`src/rtl/spmv_row_scheduler.sv`:
```
// Row-at-a-time sequencer for the SpMV datapath: issues K-lane chunks, tracks them, sums the row.
// Define SPMV_SAT_EN for saturating accumulation with a sticky per-row overflow flag (default: wrap, res_ovf=0).
module spmv_row_scheduler #(
  parameter int K        = 4,
  parameter int PIPE_LAT = 4,
  parameter int PS_W     = 20,
  parameter int ACC_W    = 24,
  parameter int LEN_W    = 8,
  parameter int ROW_W    = 10
) (
  input  logic             clk,
  input  logic             rst,
  input  logic             cmd_valid,
  output logic             cmd_ready,
  input  logic [ROW_W-1:0] cmd_row,
  input  logic [LEN_W-1:0] cmd_nnz,
  input  logic             chunk_valid,
  output logic             chunk_ready,
  output logic             dp_issue,
  output logic [K-1:0]     dp_mask,
  output logic             dp_last,
  input  logic [PS_W-1:0]  ps_data,
  output logic             res_valid,
  input  logic             res_ready,
  output logic [ROW_W-1:0] res_row,
  output logic [ACC_W-1:0] res_sum,
  output logic             res_ovf,
  output logic             busy
);

  typedef enum logic [1:0] {S_IDLE, S_ISSUE, S_DRAIN, S_OUT} state_t;

  state_t                    r_state, w_next;
  logic [LEN_W-1:0]          r_rem, w_take;
  logic signed [ACC_W-1:0]   r_acc, r_res_sum, w_ps_ext, w_sum;
  logic [ROW_W-1:0]          r_res_row;
  logic [PIPE_LAT-1:0]       r_dl_issue, r_dl_last;
  logic [K-1:0]              w_mask;
  logic                      w_accept, w_tap_issue, w_tap_last;

  assign w_accept    = (r_state == S_IDLE) && cmd_valid;
  assign w_tap_issue = r_dl_issue[PIPE_LAT-1];
  assign w_tap_last  = r_dl_last[PIPE_LAT-1];
  assign w_ps_ext    = {{(ACC_W-PS_W){ps_data[PS_W-1]}}, ps_data};
  assign w_take      = (r_rem >= LEN_W'(K)) ? LEN_W'(K) : r_rem;
  assign res_row     = r_res_row;
  assign res_sum     = r_res_sum;

`ifdef SPMV_SAT_EN
  function automatic logic [ACC_W:0] sat_add(input logic signed [ACC_W-1:0] a,
                                             input logic signed [ACC_W-1:0] b);
    logic [ACC_W:0] s;
    s = {a[ACC_W-1], a} + {b[ACC_W-1], b};
    // Top two bits disagree only when the true sum left the ACC_W range; clamp toward its sign.
    if (s[ACC_W] != s[ACC_W-1]) sat_add = {1'b1, s[ACC_W], {(ACC_W-1){~s[ACC_W]}}};
    else                        sat_add = {1'b0, s[ACC_W-1:0]};
  endfunction

  logic [ACC_W:0] w_add;
  logic           r_ovf, r_res_ovf;

  assign w_add   = sat_add(r_acc, w_ps_ext);
  assign w_sum   = w_add[ACC_W-1:0];
  assign res_ovf = r_res_ovf;

  always_ff @(posedge clk) begin
    if (!rst) begin
      r_ovf     <= 1'b0;
      r_res_ovf <= 1'b0;
    end else if (w_accept) begin
      r_ovf     <= 1'b0;
      r_res_ovf <= 1'b0;
    end else if (w_tap_issue) begin
      if (w_tap_last) begin
        r_res_ovf <= r_ovf | w_add[ACC_W];
        r_ovf     <= 1'b0;
      end else begin
        r_ovf     <= r_ovf | w_add[ACC_W];
      end
    end
  end
`else
  function automatic logic signed [ACC_W-1:0] wrap_add(input logic signed [ACC_W-1:0] a,
                                                       input logic signed [ACC_W-1:0] b);
    wrap_add = a + b;
  endfunction

  assign w_sum   = wrap_add(r_acc, w_ps_ext);
  assign res_ovf = 1'b0;
`endif

  always_comb begin
    w_mask = '0;
    for (int i = 0; i < K; i++) w_mask[i] = (LEN_W'(i) < r_rem);
  end

  always_ff @(posedge clk) begin
    if (!rst) r_state <= S_IDLE;
    else      r_state <= w_next;
  end

  always_comb begin
    w_next      = r_state;
    cmd_ready   = 1'b0;
    chunk_ready = 1'b0;
    dp_issue    = 1'b0;
    dp_mask     = '0;
    dp_last     = 1'b0;
    res_valid   = 1'b0;
    busy        = 1'b1;
    case (r_state)
      S_IDLE: begin
        cmd_ready = 1'b1;
        busy      = 1'b0;
        if (cmd_valid) w_next = (cmd_nnz == '0) ? S_OUT : S_ISSUE;
      end
      S_ISSUE: begin
        chunk_ready = 1'b1;
        if (chunk_valid) begin
          dp_issue = 1'b1;
          dp_mask  = w_mask;
          dp_last  = (r_rem <= LEN_W'(K));
          if (dp_last) w_next = S_DRAIN;
        end
      end
      S_DRAIN: if (w_tap_issue && w_tap_last) w_next = S_OUT;
      S_OUT: begin
        res_valid = 1'b1;
        if (res_ready) w_next = S_IDLE;
      end
      default: w_next = S_IDLE;
    endcase
  end

  // Delay line, remaining count and accumulator
  always_ff @(posedge clk) begin
    if (!rst) begin
      r_rem      <= '0;
      r_acc      <= '0;
      r_dl_issue <= '0;
      r_dl_last  <= '0;
      r_res_row  <= '0;
      r_res_sum  <= '0;
    end else begin
      r_dl_issue[0] <= dp_issue;
      r_dl_last[0]  <= dp_last;
      for (int i = 1; i < PIPE_LAT; i++) begin
        r_dl_issue[i] <= r_dl_issue[i-1];
        r_dl_last[i]  <= r_dl_last[i-1];
      end
      if (w_accept) begin
        r_res_row <= cmd_row;
        r_rem     <= cmd_nnz;
        r_acc     <= '0;
        if (cmd_nnz == '0) r_res_sum <= '0;
      end
      if (dp_issue) r_rem <= r_rem - w_take;
      if (w_tap_issue) begin
        if (w_tap_last) begin
          r_res_sum <= w_sum;
          r_acc     <= '0;
        end else begin
          r_acc     <= w_sum;
        end
      end
    end
  end

endmodule

```
`config.mk`:
```
export PLATFORM = sky130hd
export DESIGN_NAME = spmv_row_scheduler
export DESIGN_NICKNAME = d
export VERILOG_FILES = /design/src/rtl/spmv_row_scheduler.sv
export SDC_FILE = /design/constraint.sdc
export NUM_CORES = 1
export LEC_CHECK = 0
export ABC_CLOCK_PERIOD_IN_PS = 2700
export CAP_MARGIN = 10
export CORE_MARGIN = 2
export CORE_UTILIZATION = 30
export CTS_CLUSTER_DIAMETER = 200
export DETAILED_ROUTE_END_ITERATION = 16
export GPL_TIMING_DRIVEN = 0
export REMOVE_ABC_BUFFERS = 1
export SLEW_MARGIN = 5
export SYNTH_ARGS = -nofsm -noshare
export SYNTH_HDL_FRONTEND = slang
export SYNTH_SLANG_ARGS = --single-unit
```
`constraint.sdc`:
```
create_clock -name clk -period 2.7 [get_ports clk]
set_input_delay 0.54 -clock clk [delete_from_list [all_inputs] [get_ports clk]]
set_output_delay 0.54 -clock clk [all_outputs]
set_load 0.05 [all_outputs]
```
# After elaboration in Yosys (flattened, before gate mapping)
# Cells that the tools add are included.
# word_totals
wordCells	57
reg_bits	76
output_inout_bits	45
inputBits	43
# op_classes
reduce_logical	7
addsub	2
eq_ne	8
n_mux	27
n_lt_le_gt_ge	6
# ops
op	count
24-bit two-way mux	7
24-bit by 20-bit adder with 24-bit output	1
8-bit two-way mux	3
1-bit by 8-bit less-than comparator with 1-bit output, first input constant	2
2-bit by 8-bit less-than comparator with 1-bit output, first input constant	2
2-bit two-way mux	6
2-bit != test, second input constant	5
8-bit by 3-bit greater-or-equal comparator with 1-bit output, second input constant	1
8-bit by 3-bit less-or-equal comparator with 1-bit output, second input constant	1
8-bit logical NOT	1
1-bit two-way mux	8
4-bit two-way mux	2
2-bit one-hot mux with 4 select lines	1
8-bit subtractor	1
5-bit AND reduction	1
2-bit == test, second input constant	2
2-bit nonzero test	2
2-bit by 1-bit == test with 1-bit output, second input constant	1
1-bit logical AND	2
2-bit logical NOT	1

# Depth between registers and ports, before layout
# depth
ltp_word	5
depth_mapped	10
mapped_depth_nobuf	10

# Worst setup path after synthesis
# No wires, ideal clock.
# synth_path
path_type	register to output
startpoint	reg r_state[1]
endpoint	out dp_mask[0]
t_required_ns	2.160
setup_slack_ns	0.050
n_path_buf	0
arrival_ns	2.110
stages_incl_launch_ff	7
cell_sequence	dfxtp_1 > inv_1 > ha_1 > nand2_1 > clkinv_1 > o21ai_0 > nand2_1
# synth_via
elab_chain_cells	2
# synth_rtl
element	line	text
start: declaration	33	state_t r_state, w_next;
start signal: assignment	99	else r_state <= w_next;
2-bit by 1-bit == test with 1-bit output	111	case (r_state)
4-bit two-way mux	111	
end: declaration	20	output logic [K-1:0] dp_mask,
# No other way between the ends.

# Worst setup path after layout
# layout_path
startpoint	in ps_data[14]
endpoint	reg r_res_sum[23] (netlist: res_sum[23])
# layout_via
elab_chain_cells	3
# layout_rtl
element	line	text
start: declaration	22	input logic [PS_W-1:0] ps_data,
24-bit by 20-bit adder with 24-bit output	85	wrap_add = a + b;
24-bit two-way mux	159	if (w_tap_last) begin
24-bit two-way mux	158	if (w_tap_issue) begin
end signal: assignment	160	r_res_sum <= w_sum;
end: declaration	35	logic signed [ACC_W-1:0] r_acc, r_res_sum, w_ps_ext, w_sum;
# No other way between the ends.
# A chain may end at the register's enable or synchronous reset.

==> PnR_summary.wiki <==
{| class="wikitable"
! Metric !! Value
|-
| Share of layout cells above drive strength 1 || 10.2%
|-
| Maximum number of pins on one net before global-route repair || 27
|-
| Highest ir drop seen on vdd || 0.587 mV
|-
| Number of buffers created by CTS || 9
|-
| Post-synthesis cell count || 492
|-
| Number of antenna violations at the first check in global routing || 0
|-
| First-pass GRT wire length || 19.0 mm
|-
| Critical Path Source Type || input port
|-
| Via-to-Cell Ratio || 5.17
|-
| Max-cap violations || 0
|-
| Core Footprint || 13,800 um2
|-
| Combinational share of power || 31.5%
|-
| Largest delay contributor family on the critical path || compound AO/OA/AOI/OAI gates
|-
| Part of the Yosys area used for sequential elements || 36.1%
|-
| Ys flop type || sky130_fd_sc_hd__dfxtp_1
|-
| RSZ-0062 raised after global routing || false
|-
| Sequential power share || 33.1%
|-
| Global-route total usage across every layer || 16.3%
|-
| Width of the die || 122 um
|-
| Total of buffers placed on input and output ports || 86
|-
| Kind of end point of the critical path || register
|-
| Cell Count, Final, Fillers Out || 761
|-
| Die height || 122 um
|-
| Number of enable-type register cells in the synthesized netlist || 0
|-
| End-of-flow core utilization || 41.0%
|-
| Setup clock skew after layout || 5.16 ps
|-
| Critical path data arrival time || 2850 ps
|-
| Clock tree buffer depth || 2
|-
| Minimum period implied by the final worst setup slack || 2580 ps
|-
| Worst EP required || 2970 ps
|-
| DR iter-0 viols || 225
|-
| Most frequent cells in the layout || 77 x sky130_fd_sc_hd__clkdlybuf4s50_1, 76 x sky130_fd_sc_hd__dfxtp_1, 65 x sky130_fd_sc_hd__nand2_1
|-
| Maximum single-stage delay on the critical path || 420 ps
|-
| Number of standard-cell rows in the floorplan || 43
|-
| Clock tree from TritonCTS || done
|-
| Setup WS pre-CTS || -769 ps
|-
| Switching portion of total power || 35.1%
|-
| Wirelength per Cell || 15.4 um
|-
| Total Power Consumption || 3.85 mW
|-
| Number of design rule violations left after detail routing || 0
|-
| Number of diodes || 0
|-
| Largest fanout on the critical path || 6
|-
| Detailed-route wire length || 11.8 mm
|-
| Remaining antenna violation count after routing || 0
|-
| Effective utilization at floorplan || 30.6%
|-
| Drt pass-1 iters || 4
|-
| Pins Over Slew Limit || 0
|-
| Total Nets Final || 648
|-
| Via count of the first global-routing pass || 3,789
|-
| Number of buffers and inverters on the critical path || 1
|-
| Status || finished, final reports clean
|-
| Critical-path top delay cell || sky130_fd_sc_hd__clkdlybuf4s50_1
|-
| Crit path kind || input port to register
|-
| Number of cells after detailed placement || 740
|-
| Ports || 88
|-
| Synthesized flop and latch total || 76
|-
| Final setup viols || 0
|-
| Library cell appearing most often on the critical path || sky130_fd_sc_hd__a21o_1
|-
| Cell-by-cell trace of the critical path || clkdlybuf4s50_1, ha_1, a21o_1, a21o_1, a211oi_2, o22ai_2, nor3_4, xnor3_1, o21ai_2
|-
| Routability-driven placement congestion ratio || 0.877
|-
| Achievable Freq || 387 MHz
|-
| Number of different library cells in the post-synthesis netlist || 68
|-
| Netlist area before placement || 4210 um2
|-
| Number of endpoints with negative hold slack in the final report || 0
|-
| Clock-pin transition on the worst setup and hold timing paths || 60 ps
|-
| H-tree level count || 3
|-
| Power per cell area || 682 nW/um2
|-
| Internal Pwr Total || 2.50 mW
|-
| Insertion delay to the later sink of the worst-skew pair || 340 ps
|-
| Clock tree root driver cell || sky130_fd_sc_hd__clkbuf_16
|-
| Total half-perimeter wirelength after legalization and detailed placement || 8.50 mm
|-
| Period utilisation layout || 95.6%
|-
| Commonest non-fill, non-tap cell in the layout || sky130_fd_sc_hd__clkdlybuf4s50_1
|-
| Total leakage power || 2.27 nW
|-
| Proportion of synthesized flip-flops having asynchronous set or reset || 0%
|-
| Synthesis warning total || 0
|-
| Switching pwr || 1.35 mW
|-
| Post-cts hold buffer count || 0
|-
| Clk pwr share || 35.4%
|-
| Crit path setup slack, layout || 119 ps
|-
| Class of the most critical hold timing path || register to register
|-
| Total via count after detailed routing || 3,931
|-
| Full die area || 15,000 um2
|-
| Remaining Overflow, GRT || 0
|-
| Placed Area || 5220 um2
|-
| Final cell area excluding filler cells || 5640 um2
|-
| Relative slew slack || 41.3%
|-
| Synth Area per Inst || 8.55 um2
|-
| Slew @ Worst Pin || 878 ps
|-
| CTS sink cnt || 76
|-
| Area Growth Syn to Fin || 34.0%
|}
-- area by class of cell --
| class | instances | area [um2] |
|---|---|---|
| Fill cell | 1408 | 8130 |
| Timing Repair Buffer | 91 | 901 |
| Tap cell | 180 | 225 |
| Sequential cell | 76 | 1520 |
| Clock buffer | 13 | 270 |
| Inverter | 15 | 61.3 |
| Multi-Input combinational cell | 382 | 2590 |
| Timing Repair inverter | 1 | 5.00 |
| Clock inverter | 3 | 67.6 |
-- power groups by stage --
stage / Clock [mW] / Combinational [mW] / Sequential [mW]
floorplan: 0 / 0.743 / 1.36
global placement: 0 / 1.19 / 1.29
detailed placement: 0 / 1.21 / 1.29
CTS: 1.40 / 1.21 / 1.27
global route: 1.45 / 1.33 / 1.28
finish: 1.36 / 1.21 / 1.27
-- path summary, 6_finish.rpt --
| check | slack, ps | to | start | cells after the start |
|---|---|---|---|---|
| hold reg to reg | 430 | r_dl_last[3]$_SDFF_PN0_ | r_dl_last[2]$_SDFF_PN0_ | 1 |
| hold / removal | 430 | r_dl_last[3]$_SDFF_PN0_ | r_dl_last[2]$_SDFF_PN0_ | 1 |
| setup / recovery | 120 | res_sum[23]$_SDFF_PN0_ | ps_data[14] | 9 |
| setup reg to reg | 240 | res_sum[21]$_SDFF_PN0_ | r_state[0]$_SDFFE_PN0P_ | 7 |
-- Yosys cell counts, types with 5 or more instances --
master	count	area share, %
sky130_fd_sc_hd__nor2b_1	12	1.8
sky130_fd_sc_hd__clkbuf_1	12	1.1
sky130_fd_sc_hd__inv_1	14	1.2
sky130_fd_sc_hd__dfxtp_1	76	36
sky130_fd_sc_hd__a22o_1	15	3.1
sky130_fd_sc_hd__nand4_1	5	0.74
sky130_fd_sc_hd__a21oi_1	38	4.5
sky130_fd_sc_hd__nand3_1	10	1.2
sky130_fd_sc_hd__ha_1	28	8.3
sky130_fd_sc_hd__nor3_1	11	1.3
sky130_fd_sc_hd__a22oi_1	21	3.7
sky130_fd_sc_hd__o21ai_0	21	2.5
sky130_fd_sc_hd__o21bai_1	5	0.89
sky130_fd_sc_hd__xor2_1	7	1.5
sky130_fd_sc_hd__and2_1	9	1.3
sky130_fd_sc_hd__a21o_1	7	1.2
sky130_fd_sc_hd__nand2_1	66	5.9
sky130_fd_sc_hd__a211oi_1	5	0.89
sky130_fd_sc_hd__xnor2_1	13	2.7
sky130_fd_sc_hd__nor2_1	35	3.1
-- cells by family after synthesis --
family	share of synthesized area [%]
and+or+nand+nor	19.9
adders and majority gates	8.80
DFF	36.1
AOI/OAI and AO/OA	25.9
other	0.178
xor gates and xnor gates	4.70
buffers and inverters	3.48
muxes	0.951
-- sequential cells by signal, indices dropped and copies added (netlist names) --
name / count
r_dl_issue: 4
r_dl_last: 4
r_rem: 8
r_state: 2
res_sum: 24
res_row: 10
r_acc: 24
-- metrics by stage --
| step | hold WS, ps | setup TNS [ps] |
|---|---|---|
| 4_1_cts | 434 | -27.5 |
| 2_1_floorplan | 412 | -556 |
| 3_5_place_dp | 420 | -19840 |
| 6_report | 431 | 0 |
| 3_3_place_gp | 413 | -32920 |
| 5_1_grt | 443 | 0 |
-- routing by layer --
layer,global-route usage [%],vias up,wire length [um]
li1,-,1955,-
met5,0,-,0
met3,5.72,16,857
met4,5.10,0,165
met1,21.0,1828,5420
met2,25.6,132,5310
-- repair_timing --
action                                  in CTS  in global routing
cloned                                       1                  0
setup buffers                                2                  2
endpoints found under the setup margin      32                 19
pin swaps                                    4                 10
resized for setup                           25                 13
Note: power is estimated with default switching activity, not from simulation.
